File: src/rtl/cpu_ctrl_pkg.sv
// Shared encodings for the multi-cycle main control unit: states, opcodes,
// ALU operation selects and the bundled control-output struct.
package cpu_ctrl_pkg;

  typedef enum logic [2:0] {
    ST_FETCH  = 3'd0,
    ST_DECODE = 3'd1,
    ST_EXEC   = 3'd2,
    ST_MEM    = 3'd3,
    ST_WB     = 3'd4
  } state_t;

  localparam logic [2:0] OP_RTYPE = 3'b000;
  localparam logic [2:0] OP_ADDI  = 3'b001;
  localparam logic [2:0] OP_ANDI  = 3'b010;
  localparam logic [2:0] OP_ORI   = 3'b011;
  localparam logic [2:0] OP_SLTI  = 3'b100;
  localparam logic [2:0] OP_LW    = 3'b101;
  localparam logic [2:0] OP_SW    = 3'b110;
  localparam logic [2:0] OP_BEQ   = 3'b111;

  localparam logic [1:0] ALUOP_ADD   = 2'b00;
  localparam logic [1:0] ALUOP_SUB   = 2'b01;
  localparam logic [1:0] ALUOP_RTYPE = 2'b10;
  localparam logic [1:0] ALUOP_ITYPE = 2'b11;

  localparam logic [1:0] ALUB_REG = 2'b00;
  localparam logic [1:0] ALUB_ONE = 2'b01;
  localparam logic [1:0] ALUB_IMM = 2'b10;

  typedef struct packed {
    logic       mem_req;
    logic       mem_we;
    logic       iord;
    logic       ir_we;
    logic       pc_we;
    logic       pc_src;
    logic       alu_src_a;
    logic [1:0] alu_src_b;
    logic [1:0] alu_op;
    logic       reg_we;
    logic       reg_dst;
    logic       mem_to_reg;
  } ctrl_t;

  function automatic logic is_itype(input logic [2:0] op);
    return (op == OP_ADDI) || (op == OP_ANDI) || (op == OP_ORI) || (op == OP_SLTI);
  endfunction

  function automatic logic is_mem_op(input logic [2:0] op);
    return (op == OP_LW) || (op == OP_SW);
  endfunction

endpackage

File: src/rtl/ctrl_out_decode.sv
// Purely combinational control-output decode from the current state, opcode,
// ALU zero flag and memory handshake. Holds no state.
module ctrl_out_decode
  import cpu_ctrl_pkg::*;
(
  input  state_t     st,
  input  logic [2:0] opcode,
  input  logic       zero,
  input  logic       mem_ready,
  output ctrl_t      ctrl
);

  always_comb begin
    ctrl = '0;
    unique case (st)
      ST_FETCH: begin
        ctrl.mem_req   = 1'b1;
        ctrl.iord      = 1'b0;
        ctrl.alu_src_a = 1'b0;
        ctrl.alu_src_b = ALUB_ONE;
        ctrl.alu_op    = ALUOP_ADD;
        // IR and PC only commit in the cycle the fetch completes.
        ctrl.ir_we     = mem_ready;
        ctrl.pc_we     = mem_ready;
        ctrl.pc_src    = 1'b0;
      end
      ST_DECODE: begin
        ctrl.alu_src_a = 1'b0;
        ctrl.alu_src_b = ALUB_IMM;
        ctrl.alu_op    = ALUOP_ADD;
      end
      ST_EXEC: begin
        ctrl.alu_src_a = 1'b1;
        if (opcode == OP_RTYPE) begin
          ctrl.alu_src_b = ALUB_REG;
          ctrl.alu_op    = ALUOP_RTYPE;
        end else if (opcode == OP_BEQ) begin
          ctrl.alu_src_b = ALUB_REG;
          ctrl.alu_op    = ALUOP_SUB;
          ctrl.pc_src    = 1'b1;
          ctrl.pc_we     = zero;
        end else if (is_mem_op(opcode)) begin
          ctrl.alu_src_b = ALUB_IMM;
          ctrl.alu_op    = ALUOP_ADD;
        end else begin
          ctrl.alu_src_b = ALUB_IMM;
          ctrl.alu_op    = ALUOP_ITYPE;
        end
      end
      ST_MEM: begin
        ctrl.mem_req = 1'b1;
        ctrl.iord    = 1'b1;
        ctrl.mem_we  = (opcode == OP_SW);
      end
      ST_WB: begin
        ctrl.reg_we     = 1'b1;
        ctrl.reg_dst    = (opcode == OP_RTYPE);
        ctrl.mem_to_reg = (opcode == OP_LW);
      end
      default: ctrl = '0;
    endcase
  end

endmodule

File: src/rtl/multicycle_ctrl.sv
// Multi-cycle main control FSM: sequences FETCH/DECODE/EXEC/MEM/WB, waits on
// the shared memory port and counts retired instructions.
module multicycle_ctrl
  import cpu_ctrl_pkg::*;
#(
  parameter int CNT_W = 16
) (
  input  logic             clk,
  input  logic             rst_n,
  input  logic [2:0]       opcode,
  input  logic             zero,
  input  logic             mem_ready,
  output logic             mem_req,
  output logic             mem_we,
  output logic             iord,
  output logic             ir_we,
  output logic             pc_we,
  output logic             pc_src,
  output logic             alu_src_a,
  output logic [1:0]       alu_src_b,
  output logic [1:0]       alu_op,
  output logic             reg_we,
  output logic             reg_dst,
  output logic             mem_to_reg,
  output logic [2:0]       state,
  output logic [CNT_W-1:0] retired
);

  // Memory handshake: a request is held with stable address/we until the
  // cycle mem_ready is sampled high; that cycle completes the access.
  state_t           st, st_nxt;
  logic             retire;
  logic [CNT_W-1:0] retired_q;
  ctrl_t            ctrl;

  always_ff @(posedge clk or negedge rst_n) begin
    if (!rst_n) begin
      st        <= ST_FETCH;
      retired_q <= '0;
    end else begin
      st <= st_nxt;
      if (retire) retired_q <= retired_q + 1'b1;
    end
  end

  always_comb begin
    st_nxt = st;
    retire = 1'b0;
    unique case (st)
      ST_FETCH:  if (mem_ready) st_nxt = ST_DECODE;
      ST_DECODE: st_nxt = ST_EXEC;
      ST_EXEC: begin
        if (opcode == OP_BEQ) begin
          st_nxt = ST_FETCH;
          retire = 1'b1;
        end else if (is_mem_op(opcode)) begin
          st_nxt = ST_MEM;
        end else begin
          st_nxt = ST_WB;
        end
      end
      ST_MEM: begin
        if (mem_ready) begin
          if (opcode == OP_SW) begin
            st_nxt = ST_FETCH;
            retire = 1'b1;
          end else begin
            st_nxt = ST_WB;
          end
        end
      end
      ST_WB: begin
        st_nxt = ST_FETCH;
        retire = 1'b1;
      end
      default: st_nxt = ST_FETCH;
    endcase
  end

  ctrl_out_decode u_dec (
    .st        (st),
    .opcode    (opcode),
    .zero      (zero),
    .mem_ready (mem_ready),
    .ctrl      (ctrl)
  );

  assign mem_req    = ctrl.mem_req;
  assign mem_we     = ctrl.mem_we;
  assign iord       = ctrl.iord;
  assign ir_we      = ctrl.ir_we;
  assign pc_we      = ctrl.pc_we;
  assign pc_src     = ctrl.pc_src;
  assign alu_src_a  = ctrl.alu_src_a;
  assign alu_src_b  = ctrl.alu_src_b;
  assign alu_op     = ctrl.alu_op;
  assign reg_we     = ctrl.reg_we;
  assign reg_dst    = ctrl.reg_dst;
  assign mem_to_reg = ctrl.mem_to_reg;
  assign state      = st;
  assign retired    = retired_q;

endmodule

File: config.mk
export PLATFORM = sky130hd
export DESIGN_NAME = multicycle_ctrl
export DESIGN_NICKNAME = d
export VERILOG_FILES = /design/src/rtl/cpu_ctrl_pkg.sv /design/src/rtl/ctrl_out_decode.sv /design/src/rtl/multicycle_ctrl.sv
export SDC_FILE = /design/constraint.sdc
export NUM_CORES = 1
export LEC_CHECK = 0
export BUFFER_PORTS_ARGS = -buffer_cell sky130_fd_sc_hd__buf_4
export CAP_MARGIN = 5
export CORE_MARGIN = 2
export CORE_UTILIZATION = 25
export DETAILED_ROUTE_END_ITERATION = 10
export GPL_TIMING_DRIVEN = 0
export HOLD_SLACK_MARGIN = 0.08
export SKIP_LAST_GASP = 1
export SLEW_MARGIN = 20
export SYNTH_ARGS = -nofsm -noshare
export SYNTH_HDL_FRONTEND = slang
export SYNTH_HIERARCHICAL = 1
export SYNTH_SLANG_ARGS = --single-unit
File: constraint.sdc
create_clock -name clk -period 1.45 [get_ports clk]
set_input_delay 0.29 -clock clk [delete_from_list [all_inputs] [get_ports clk]]
set_output_delay 0.29 -clock clk [all_outputs]
set_load 0.02 [all_outputs]
==> impl_metrics.json, run 1 <==
{
  "clock_latency_ns": 0.26,
  "setup_ws_ns": -0.283,
  "synth_edf_count": 0,
  "yosysWarnings": 6,
  "overflow": 0,
  "violations": "setup timing",
  "cts_sinks": 19,
  "critPathSlowestCell": "or3b_4",
  "drc": 0,
  "synth_top_area_cell": "dfrtp_1",
  "finalHoldViolCount": 0,
  "ys_top_cells_by_area": "dfrtp_1 45%, xnor2_1 12%, nand4_1 5.3%",
  "cts_tree": "done",
  "relSlewSlack_pct": 77.1,
  "drtIter0Drc": 36,
  "avgSynthCellArea_um2": 10.1,
  "maxCapViolations": 0,
  "cp_cell_sequence": "or3b_4 -> nor2_4 -> a21o_1 -> buf_6",
  "setup_viol": 29,
  "worstSetupEndpointType": "output pin",
  "dieHeight_um": 69.3,
  "io_buffers": 39,
  "required_ns": 1.16,
  "num-nets-final": 172,
  "antenna_cells": 0,
  "area_delta_synth_final_pct": 58.8,
  "dp_hpwl_um": 1880,
  "p_clk_share_pct": 13.2,
  "comb_power_share_pct": 61.0,
  "wl_per_cell_um": 13.3,
  "grt_usage_pct": 11.8,
  "startpoint_type": "flop",
  "internal-power_mw": 1.65,
  "crit_family": "simple AND/OR/NAND/NOR gates",
  "core_area_mm2": 0.00406,
  "yosysMostFrequentCell": "dfrtp_1",
  "yosysSeqAreaShare_pct": 44.7,
  "async_flop_share_pct": 100,
  "dieArea_mm2": 0.00480,
  "hold_class": "input pin to flop",
  "dp_cells": 194,
  "synth_commonest_cells": "19 x dfrtp_1, 14 x xnor2_1, 10 x nand2_1, 9 x nand4_1, 6 x nor2_1",
  "vias": 1014,
  "ir_drop_mv": 0.943,
  "period_share_pct": 120,
  "finalNonFillerCells": 213,
  "start_util_pct": 26.2,
  "worstHoldStart": "opcode[2]",
  "synth_nets": 113,
  "drtPass1Iterations": 4,
  "synth_top_area_share_pct": 44.7,
  "fin_skew_ns": 0.00587,
  "cp.arrival_ns": 1.44,
  "synth_flop_cell": "dfrtp_1",
  "ctsLongestPathBuffers": 2,
  "htreeDepth": 1,
  "path_max_fanout": 4,
  "drive_gt1_share_pct": 53.4,
  "synth_cells": 105,
  "leakage_nw": 0.818,
  "tightest_slew_ns": 0.344,
  "vias_per_cell": 4.76,
  "status": "finished, violations left",
  "synth_area_mm2": 0.00106,
  "p_switching_mw": 1.14,
  "path_clk_slew_ns": 0.07,
  "wl_um": 2840,
  "root_buffer": "clkbuf_8",
  "num_rows": 23,
  "ys_ff_latch": 19,
  "crit_type": "flop to output pin",
  "detail-route-antenna-nets": 0,
  "grt_pass1_wl_um": 4680,
  "io-pin-count": 40,
  "antenna_found_initial": 0,
  "max_stage_delay_ns": 0.43,
  "p_sw_share_pct": 40.7,
  "crit_start": "state[2]",
  "grt_pass1_vias": 1006,
  "cellPowerDensity_mw_per_mm2": 1650,
  "r2r_slack_ns": -0.17,
  "yosysUniqueCellTypes": 37,
  "crit_buf_inv": 1,
  "seqPwrFrac_pct": 25.7,
  "numCtsBuffers": 3,
  "max_freq_mhz": 577,
  "rsz0062_at_grt": "true",
  "die_w_um": 69.3,
  "whs_ns": 0.236,
  "timing.rr.start": "state[2]",
  "gp_congestion": 0.790,
  "grt_max_degree": 20,
  "slew_viol_final": 0,
  "min_period_ns": 1.73
}
[worst register-to-register path: stages (launching register included)]
cell and delay [ns]:
dfrtp_2 0.41, buf_4 0.19, and3b_1 0.24, a32o_2 0.25
buf_4 0.15, nand4_1 0.11, xnor2_1 0.15
[metal layers]
| metal | global-route usage [%] | vias up | part of all wire (%) | routed length, um |
|---|---|---|---|---|
| met5 | 0 | - | 0 | 0 |
| met4 | 3.27 | 0 | 0.56 | 16 |
| met3 | 3.34 | 2 | 2.9 | 82 |
| met2 | 20.5 | 15 | 54 | 1530 |
| met1 | 14.2 | 501 | 43 | 1210 |
| li1 | - | 496 | - | - |
[worst paths after layout]
check,end,depth (start not counted)
worst min register to register,retired[15],1
worst max-delay path,pc_we,4
max in group asynchronous,state[0],2
worst max register to register,retired[6],6
min in group asynchronous,retired[15],2
worst min-delay path,state[2],2
[through the flow]
step                setup TNS, ns  total power [mW]  utilization [%]  area [um2]  setup WS [ns]
detailed placement          -1.40              2.01             35.8        1450         -0.131
CTS                         -4.61              2.71             40.3        1640         -0.309
floorplan                  -0.682              1.52                -        1100         -0.183
global route                -6.64              2.94             41.7        1690         -0.331
global placement            -1.21              1.98             35.8        1450         -0.126
finish                      -4.38              2.79             41.7        1690         -0.283
[cells in the final DEF (no fill, tap or decap), types with 2 or more instances in the layout]
cell      count
nand3b_1      2
nor2_4        2
nand4_1       9
dfrtp_1      12
dfrtp_2       7
nand2_1       8
and4_4        2
nor2_1        3
clkbuf_8      3
inv_1         2
a21oi_1       2
and3_2        2
nand3_1       4
xor2_1        2
buf_4        39
xnor2_1      14
buf_6        15
mux2i_1       2
and3_1        3
nor2_2        2
[flip-flops by register name, summed over array words and instances (netlist names)]
register	cells
retired	16
state	3
[layout make-up]
type                    instances  area [um2]
clock buffers                   3        41.3
well taps                      50        62.6
repair buffers                 54         454
inverters                       3        11.3
flip-flops and latches         19         484
clock inverters                 1        5.00
fillers                       389        2370
plain buffers                   3        26.3
multi-input cells              80         606
[repair_timing]
item                                    CTS  global route
gates cloned                              2             0
hold buffers                              1             0
setup buffers                             9             3
gates resized for setup                  15            10
endpoints found under the setup margin   29            30
hold endpoints to repair                 19             0
pin swaps                                 6             5
[cell families (layout without fill, tap and decap cells)]
kind of cell             count (synthesis)  count (layout)  synth area share [%]
AO/OA/AOI/OAI                            9               9                  5.99
multiplexers                             3               3                  2.94
AND/OR/NAND/NOR                         51              51                  28.6
XOR/XNOR                                16              16                  13.2
adder cells (fa/ha/maj)                  1               1                  1.17
flip-flops                              19              19                  44.7
buffers and inverters                    6              64                  3.52
[power groups by stage]
| stage | logic [mW] | registers [mW] | clock network [mW] |
|---|---|---|---|
| 6_report | 1.70 | 0.718 | 0.370 |
| 2_1_floorplan | 0.633 | 0.884 | 0 |
| 3_5_place_dp | 1.19 | 0.820 | 0 |
| 5_1_grt | 1.81 | 0.731 | 0.406 |
| 3_3_place_gp | 1.17 | 0.812 | 0 |
| 4_1_cts | 1.60 | 0.717 | 0.385 |
Note: power is estimated with default switching activity, not from simulation.
==> inputs of run 2 (changes only) <==
==> constraint.sdc (replaced) <==
create_clock -name clk -period 1.45 [get_ports clk]
set_input_delay 0.29 -clock clk [delete_from_list [all_inputs] [get_ports clk]]
set_output_delay 0.29 -clock clk [all_outputs]
set_load 0.05 [all_outputs]
==> run 2 against run 1 <==
The run still ends with setup timing left. Largest power group unchanged. Via count rose by 2.0%. Worst setup slack got worse by 0.11 ns. Highest routed layer unchanged. Sequential power rose by 1%.
==> impl_metrics.json, run 2 (synthesis results as in run 1) <==
{
  "hold_class": "input pin to flop",
  "maxCapViolations": 0,
  "num_rows": 23,
  "worst_hold_path.endpoint": "state[2]",
  "detail-route-antenna-nets": 0,
  "tightest_slew_ns": 0.328,
  "clock_latency_ns": 0.26,
  "whs_ns": 0.246,
  "tns_ns": -6.05,
  "drive_gt1_share_pct": 59.2,
  "seqPwrFrac_pct": 20.3,
  "dp_cells": 194,
  "grt_max_degree": 20,
  "path_clk_slew_ns": 0.07,
  "startpoint_type": "flop",
  "cellPowerDensity_mw_per_mm2": 1940,
  "multi_input_area_um2": 658,
  "antenna_found_initial": 0,
  "wl_um": 2940,
  "violations": "setup timing",
  "comb_power_share_pct": 69.3,
  "drc": 0,
  "area_delta_synth_final_pct": 73.7,
  "slew_viol_final": 0,
  "layout_commonest_cell": "buf_4",
  "leakage_nw": 0.850,
  "finalHoldViolCount": 0,
  "start_util_pct": 26.2,
  "reg2reg_to": "retired[5]",
  "ir_drop_mv": 0.759,
  "hold_depth": 2,
  "antenna_cells": 0,
  "root_buffer": "clkbuf_8",
  "worstHoldStart": "opcode[2]",
  "grt_pass1_vias": 1077,
  "p_clk_share_pct": 10.3,
  "worstRegToRegCells": 7,
  "dieHeight_um": 69.3,
  "cts_tree": "done",
  "cp_cell_sequence": "or3b_4 -> buf_4 -> nor2_4 -> buf_8",
  "r2r_slack_ns": -0.17,
  "p_sw_share_pct": 47.3,
  "critPathSlowestCell": "dfrtp_4",
  "final.fill_count": 388,
  "utilization_pct": 45.6,
  "io_buffers": 39,
  "power_mw": 3.58,
  "path_depth": 4,
  "overflow": 0,
  "num-nets-final": 178,
  "dp_hpwl_um": 2030,
  "wl_per_cell_um": 13.4,
  "cp.arrival_ns": 1.55,
  "grt_usage_pct": 12.9,
  "largest_reg_flops": 16,
  "core_area_mm2": 0.00406,
  "setup_ws_ns": -0.392,
  "drtIter0Drc": 29,
  "internal-power_mw": 1.89,
  "path_max_fanout": 4,
  "crit_buf_inv": 2,
  "crit_type": "flop to output pin",
  "min_period_ns": 1.84,
  "status": "finished, violations left",
  "max_freq_mhz": 543,
  "crit_family": "simple AND/OR/NAND/NOR gates",
  "io-pin-count": 40,
  "timing.rr.start": "state[1]",
  "rsz0062_at_grt": "true",
  "dieArea_mm2": 0.00480,
  "htreeDepth": 1,
  "fin_area_mm2": 0.00185,
  "setup_viol": 30,
  "ctsLongestPathBuffers": 2,
  "drtPass1Iterations": 4,
  "worstSetupEndpointType": "output pin",
  "grt_pass1_wl_um": 5060,
  "vias": 1034,
  "gp_congestion": 0.782,
  "cts_sinks": 19,
  "final_cell_mix": "42 x buf_4, 14 x xnor2_1, 11 x buf_6, 10 x dfrtp_1, 9 x nand4_1",
  "numCtsBuffers": 3,
  "period_share_pct": 127,
  "finalNonFillerCells": 219,
  "pre_cts_slack_ns": -0.306,
  "vias_per_cell": 4.72,
  "die_w_um": 69.3,
  "place_area_mm2": 0.00152,
  "required_ns": 1.16,
  "fin_skew_ns": 0.00725,
  "relSlewSlack_pct": 78.2,
  "p_switching_mw": 1.70,
  "max_stage_delay_ns": 0.48,
  "seqCellArea_um2": 492
}
[run 2: changes by cell type in the layout (fill, tap and decap cells not counted), moves of 2 or more]
cell	before	now
buf_8	0	8
buf_6	15	11
buf_4	39	42
clkinvlp_4	0	2
dfrtp_1	12	10
dfrtp_4	0	2
nor2_1	3	1
nor2_4	2	4
[run 2: worst register-to-register path: stages, from the launching register on]
cell and delay, ns:
dfrtp_4 0.48, buf_6 0.14, buf_4 0.14, nor2_2 0.11
a32o_2 0.23, buf_4 0.15, nand4_1 0.12, xnor2_1 0.15
[run 2: cell type report]
cell class                      count  share of cell area, %
Clock buffer                        4                   2.44
Sequential cell                    19                   26.6
Buffer                              3                   1.42
Multi-Input combinational cell     80                   35.6
Tap cell                           50                   3.38
Inverter                            3                   1.01
Timing Repair Buffer               60                   29.6
[run 2: worst max path at each step]
stage / slack (ns) / endpoint / start
CTS: -0.41 / pc_we / state[0]
global placement: -0.28 / pc_we / state[0]
detailed placement: -0.31 / pc_we / state[0]
global route: -0.46 / alu_op[0] / state[0]
floorplan: -0.51 / pc_we / state[2]
finish: -0.39 / alu_op[1] / state[0]
[run 2: power groups by stage]
stage | Clock (mW) | Sequential, mW | Combinational [mW]
4_1_cts | 0.381 | 0.730 | 2.39
2_1_floorplan | 0 | 1.10 | 0.993
5_1_grt | 0.407 | 0.740 | 2.61
6_report | 0.370 | 0.728 | 2.48
3_3_place_gp | 0 | 0.832 | 1.73
3_5_place_dp | 0 | 0.841 | 1.76
[run 2: per-layer routing]
metal  global-route usage (%)  share of wire [%]
met5                        0                  0
met4                     2.61               0.82
met3                     2.47                5.3
met2                     24.6                 53
met1                     14.9                 41
[run 2: what timing repair did]
action | CTS | global route
endpoints found under the setup margin | 30 | 32
hold buffers | 1 | 0
gates resized for setup | 30 | 4
gates cloned | 1 | 0
pin swaps | 6 | 2
endpoints found under the hold margin | 19 | 0
setup buffers | 16 | 3
